### src/rtl/fetch_pkg.sv
// Shared types and helpers for the instruction fetch front end.
//   XLEN          - datapath / PC width
//   INSTR_BYTES   - PC increment per fetched instruction word
//   fetch_entry_t - one buffered instruction with the PC it was fetched from
//   pc_align()    - forces a PC onto a word boundary
package fetch_pkg;

    localparam int XLEN        = 32;
    localparam int INSTR_BYTES = 4;

    typedef struct packed {
        logic [XLEN-1:0] data;
        logic [XLEN-1:0] pc;
    } fetch_entry_t;

    function automatic logic [XLEN-1:0] pc_align(input logic [XLEN-1:0] pc);
        return {pc[XLEN-1:2], 2'b00};
    endfunction

endpackage

### src/rtl/fetch_fifo.sv
// Synchronous instruction buffer holding fetch_entry_t records.
//   clk, reset      - clock, asynchronous active-low reset
//   push, wr_entry  - write one entry (ignored when full unless popping too)
//   pop             - consume the head entry (ignored when empty)
//   flush           - drop all contents; overrides push and pop
//   rd_entry        - head entry, meaningful only when !empty
//   full, empty     - occupancy flags
//   count           - current occupancy, 0..FIFO_DEPTH
module fetch_fifo
    import fetch_pkg::*;
#(
    parameter int FIFO_DEPTH = 4
) (
    input  logic                              clk,
    input  logic                              reset,
    input  logic                              push,
    input  fetch_entry_t                      wr_entry,
    input  logic                              pop,
    input  logic                              flush,
    output fetch_entry_t                      rd_entry,
    output logic                              full,
    output logic                              empty,
    output logic [$clog2(FIFO_DEPTH):0]       count
);

    localparam int PW = $clog2(FIFO_DEPTH);
    localparam int CW = PW + 1;

    fetch_entry_t   mem [FIFO_DEPTH];
    logic [PW-1:0]  wr_ptr;
    logic [PW-1:0]  rd_ptr;
    logic           do_push;
    logic           do_pop;

    assign empty   = (count == '0);
    assign full    = (count == CW'(FIFO_DEPTH));
    assign do_pop  = pop && !empty && !flush;
    // a full buffer may still accept a write when the head leaves the same cycle
    assign do_push = push && (!full || do_pop) && !flush;

    assign rd_entry = mem[rd_ptr];

    // pointers wrap naturally because the depth is a power of two
    always_ff @(posedge clk or negedge reset) begin
        if (!reset) begin
            wr_ptr <= '0;
            rd_ptr <= '0;
            count  <= '0;
        end else if (flush) begin
            wr_ptr <= '0;
            rd_ptr <= '0;
            count  <= '0;
        end else begin
            if (do_push) wr_ptr <= wr_ptr + PW'(1);
            if (do_pop)  rd_ptr <= rd_ptr + PW'(1);
            case ({do_push, do_pop})
                2'b10:   count <= count + CW'(1);
                2'b01:   count <= count - CW'(1);
                default: count <= count;
            endcase
        end
    end

    always_ff @(posedge clk) begin
        if (do_push) mem[wr_ptr] <= wr_entry;
    end

endmodule

### src/rtl/instr_fetch_unit.sv
// Instruction fetch front end: issues word reads to instruction memory,
// buffers returned words with their PCs and presents them to decode.
//   clk, reset                      - clock, asynchronous active-low reset
//   redirect_valid, redirect_pc     - taken branch; restart fetch at target
//   imem_req_valid/ready/addr       - read request channel
//   imem_resp_valid/data            - in-order read responses, no backpressure
//   inst_valid/ready/data/pc        - decode handoff channel
module instr_fetch_unit
    import fetch_pkg::*;
#(
    parameter logic [XLEN-1:0] RESET_PC   = 32'h0000_0000,
    parameter int              FIFO_DEPTH = 4
) (
    input  logic            clk,
    input  logic            reset,
    input  logic            redirect_valid,
    input  logic [XLEN-1:0] redirect_pc,
    output logic            imem_req_valid,
    input  logic            imem_req_ready,
    output logic [XLEN-1:0] imem_req_addr,
    input  logic            imem_resp_valid,
    input  logic [XLEN-1:0] imem_resp_data,
    output logic            inst_valid,
    input  logic            inst_ready,
    output logic [XLEN-1:0] inst_data,
    output logic [XLEN-1:0] inst_pc
);

    localparam int              CW   = $clog2(FIFO_DEPTH) + 1;
    localparam logic [XLEN-1:0] STEP = XLEN'(INSTR_BYTES);

    logic [XLEN-1:0] fetch_pc;
    logic [XLEN-1:0] resp_pc;
    logic [CW-1:0]   outstanding;
    logic [CW-1:0]   outstanding_next;
    logic [CW-1:0]   drop_cnt;
    logic [CW-1:0]   fifo_count;
    logic [CW:0]     credits_used;
    logic            req_fire;
    logic            push;
    logic            pop;
    logic            fifo_empty;
    logic            fifo_full;
    fetch_entry_t    head;

    // Every request in flight owns a buffer slot, so a response always finds room.
    assign credits_used   = {1'b0, outstanding} + {1'b0, fifo_count};
    assign imem_req_valid = reset && !redirect_valid
                            && (credits_used < (CW+1)'(FIFO_DEPTH));
    assign imem_req_addr  = fetch_pc;
    assign req_fire       = imem_req_valid && imem_req_ready;

    always_comb begin
        outstanding_next = outstanding;
        if (req_fire)        outstanding_next = outstanding_next + CW'(1);
        if (imem_resp_valid) outstanding_next = outstanding_next - CW'(1);
    end

    assign push = imem_resp_valid && !redirect_valid && (drop_cnt == '0);
    assign pop  = inst_valid && inst_ready && !redirect_valid;

    assign inst_valid = !fifo_empty;
    // zeroed when empty so decode sees clean values during and right after reset
    assign inst_data  = fifo_empty ? '0 : head.data;
    assign inst_pc    = fifo_empty ? '0 : head.pc;

    always_ff @(posedge clk or negedge reset) begin
        if (!reset) begin
            fetch_pc    <= RESET_PC;
            resp_pc     <= RESET_PC;
            outstanding <= '0;
            drop_cnt    <= '0;
        end else begin
            outstanding <= outstanding_next;
            if (redirect_valid) begin
                fetch_pc <= pc_align(redirect_pc);
                resp_pc  <= pc_align(redirect_pc);
                // whatever is still in flight after this edge belongs to the old path
                drop_cnt <= outstanding_next;
            end else begin
                if (req_fire) fetch_pc <= fetch_pc + STEP;
                if (imem_resp_valid) begin
                    if (drop_cnt != '0) drop_cnt <= drop_cnt - CW'(1);
                    else                resp_pc  <= resp_pc + STEP;
                end
            end
        end
    end

    fetch_fifo #(
        .FIFO_DEPTH (FIFO_DEPTH)
    ) u_fifo (
        .clk      (clk),
        .reset    (reset),
        .push     (push),
        .wr_entry ('{data: imem_resp_data, pc: resp_pc}),
        .pop      (pop),
        .flush    (redirect_valid),
        .rd_entry (head),
        .full     (fifo_full),
        .empty    (fifo_empty),
        .count    (fifo_count)
    );

    resp_needs_request: assert property (@(posedge clk) disable iff (!reset)
        imem_resp_valid |-> (outstanding != '0));

    resp_has_room: assert property (@(posedge clk) disable iff (!reset)
        push |-> (!fifo_full || pop));

endmodule

### config.mk
export PLATFORM = sky130hd
export DESIGN_NAME = instr_fetch_unit
export DESIGN_NICKNAME = d
export VERILOG_FILES = /design/src/rtl/fetch_pkg.sv /design/src/rtl/fetch_fifo.sv /design/src/rtl/instr_fetch_unit.sv
export SDC_FILE = /design/constraint.sdc
export NUM_CORES = 1
export LEC_CHECK = 0
export BUFFER_PORTS_ARGS = -buffer_cell sky130_fd_sc_hd__buf_2
export CAP_MARGIN = 10
export CELL_PAD_IN_SITES_DETAIL_PLACEMENT = 1
export CELL_PAD_IN_SITES_GLOBAL_PLACEMENT = 1
export CORE_MARGIN = 1.5
export CORE_UTILIZATION = 52
export CTS_CLUSTER_DIAMETER = 150
export CTS_CLUSTER_SIZE = 16
export DETAILED_ROUTE_END_ITERATION = 8
export PLACE_DENSITY = 0.92
export REMOVE_ABC_BUFFERS = 1
export SETUP_SLACK_MARGIN = 0.02
export SLEW_MARGIN = 20
export SYNTH_ARGS = -nofsm -noshare
export SYNTH_HDL_FRONTEND = slang
export SYNTH_SLANG_ARGS = --single-unit
### constraint.sdc
create_clock -name clk -period 8.1 [get_ports clk]
set_input_delay 1.62 -clock clk [delete_from_list [all_inputs] [get_ports clk]]
set_output_delay 1.62 -clock clk [all_outputs]
set_load 0.01 [all_outputs]
==> metrics.cfg <==
[detailed_routing]
wl_per_cell_um = 23.8
drt_iter0_markers = 648
routed_wl_um = 33800
vias = 8780
drc_errors = 15
vias_per_cell = 6.20
detail-route-antenna-nets = 0
firstDrtPassIters = 8

[floorplan]
initial_core_util_pct = 53.2
row_count = 59
dieArea_sq_um = 27800
coreArea_sq_um = 26200
ios = 168
die_h_um = 167
dieWidth_um = 167

[synth]
synth_flop_cell = edfxtp_1
synth_top_cell_by_area = edfxtp_1
synth_area_sq_um = 13900
ys_ff_latch = 321
synth_cells = 916
synth_edf_count = 248
ys_types = 63
yosysSeqAreaShare_pct = 66.6
syn_area_per_cell_sq_um = 15.2
synth-warning-count = 0
yosys-top-cells-area = edfxtp_1, dfrtp_1, mux4_2
async_flop_share_pct = 22.7
yosys.area.top_type_share_pct = 53.4

[worst_setup_path]
end_kind = output port
crit_end = inst_data[22]
reg2regPathDepth = 6
arrival_ns = 2.99
crit_path_start = u_fifo.rd_ptr[0]$_DFFE_PN0P_
required_ns = 6.48
path_max_fanout = 44
critPathLaunchType = flop
r2r-start = drop_cnt[0]$_DFFE_PN0P_
critPathKind = flop to output port
reg2reg_to = u_fifo.mem[3][47]$_DFFE_PP_
r2r_setup_slack_ns = 4.84

[worst_hold_path]
hold_path_startpoint = imem_req_addr[31]$_DFFE_PN0N_
holdCritPathClass = flop to flop

[placed_design]
gp_congestion = 0.856
post-dp-hpwl_um = 21500
dpl-instance-area_sq_um = 15000
port_buffers = 161

[cts]
cts.clk_slew.worst_paths_ns = 0.08
postCtsHoldBufs = 0
cts-resized-gates = 0
cts-root-buf = clkbuf_16
insertion_delay_ns = 0.53
clockBufferDepth = 3
cts_sinks = 321
h-tree-depth = 1
postCtsSetupBuffers = 0
cts_tree = yes
cts_buffers = 24

[cells_and_area]
layout_commonest_cell = edfxtp_1
layout-drive-gt1-share_pct = 25.6
fin_util_pct = 60.1
final_area_sq_um = 15800
final_net_count = 1147
diodes = 0
syn_to_final_growth_pct = 13.1
nFillCells = 2495
final_cell_mix = edfxtp_1, buf_2, dfrtp_1

[sta]
slew_headroom_pct = 30.2
final_hold_viol_count = 0
setup_viol = 0
grt_setup_unrepaired = false
min_period_over_period_pct = 56.9
drv_slew = 0
fin_skew_ns = 0.0180
fin_crit_ns = 4.61
max_freq_ghz = 0.217
worst_pin_slew_ns = 1.05
fin_setup_tns_ns = 0

[grt]
grt_pass1_wl_um = 52300
grt_usage_pct = 24.4
gr-total-overflow = 0
grt_max_degree = 65
antenna_found_initial = 1
grt_pass1_vias = 9067

[flow_run]
maxCapViolations = 0

[power_and_ir_drop]
power.density_nw_per_um2 = 259
ir_worst_vdd_mv = 0.138
p_leak_uw = 0.00560

[status]
status = finished with violations
violations = DRC

flip-flops by register name (all words and copies together), names as in the netlist:
signal and cells:
u_fifo.wr_ptr 2, imem_req_addr 30, u_fifo.count 3, resp_pc 30
u_fifo.mem 248, u_fifo.rd_ptr 2, drop_cnt 3, outstanding 3
worst min-delay path by stage:
| stage | slack [ns] | cells past startpoint | to |
|---|---|---|---|
| after floorplan | 0.49 | 0 | u_fifo.mem[0][31]$_DFFE_PP_ |
| after global placement | 0.55 | 2 | imem_req_addr[31]$_DFFE_PN0N_ |
| after detailed placement | 0.56 | 2 | imem_req_addr[31]$_DFFE_PN0N_ |
| after CTS | 0.58 | 2 | imem_req_addr[31]$_DFFE_PN0N_ |
| after global routing | 0.61 | 2 | imem_req_addr[31]$_DFFE_PN0N_ |
| final | 0.58 | 2 | imem_req_addr[31]$_DFFE_PN0N_ |
critical path, stage by stage (launching register included):
cell and delay (ns):
dfrtp_4 0.70, buf_4 0.76, mux4_2 0.63, and2_1 0.18, buf_2 0.14
stage by stage:
stage / total power [uW] / hold WS (ns) / cells / setup slack, ns
after floorplan: 2610 / 0.489 / 864 / 3.12
after global placement: 2960 / 0.551 / 1373 / 3.82
after detailed placement: 3010 / 0.563 / 1373 / 3.67
after CTS: 4130 / 0.580 / 1417 / 3.38
after global routing: 4270 / 0.605 / 1417 / 3.27
final: 4090 / 0.584 / 1417 / 3.49
where the power goes:
group	total, uW	switching [uW]	internal [uW]
Clock	1130	543	583
Combinational	962	523	439
Sequential	2000	134	1870
cell usage after synthesis (all sizes together), types with 10 or more instances:
library cell and number:
nand2 62, mux4 62, nor2 23, nand3 36
o311ai 10, dfrtp 73, a31oi 10, a21oi 10
clkbuf 38, nor3 17, o21ai 21, edfxtp 248
nand4 25, ha 12, buf 17, or4 23
o211ai 16, and2 68, inv 17, or3 10
cell type report:
cell class,count,area [sq um],share of cell area [%]
sequential,321,9280,58.9
clock inverter,1,16.3,0.103
tap,335,419,2.66
clock buffer,43,693,4.40
multi-input combinational,525,4380,27.8
inverter,18,67.6,0.429
timing repair buffer,174,903,5.73
kinds of logic (layout without fill, tap and decap cells):
kind of cell	after synthesis	count (layout)	synth area share (%)
buf+inv	73	236	2.17
xor+xnor	17	17	1.07
fa+ha+maj	13	13	1.22
flops	321	321	66.6
other cells	1	4	0.0269
compound gates	110	110	5.67
mux	71	71	10.7
simple gates	310	310	12.6
layer usage:
metal	wire [um]	up-vias	global-route usage [%]
met3	2050	43	3.80
met1	14100	4540	32.8
met5	0	-	0
met2	17100	294	42.3
li1	-	3903	-
met4	587	0	5.10
Note: power is estimated with default switching activity, not from simulation.
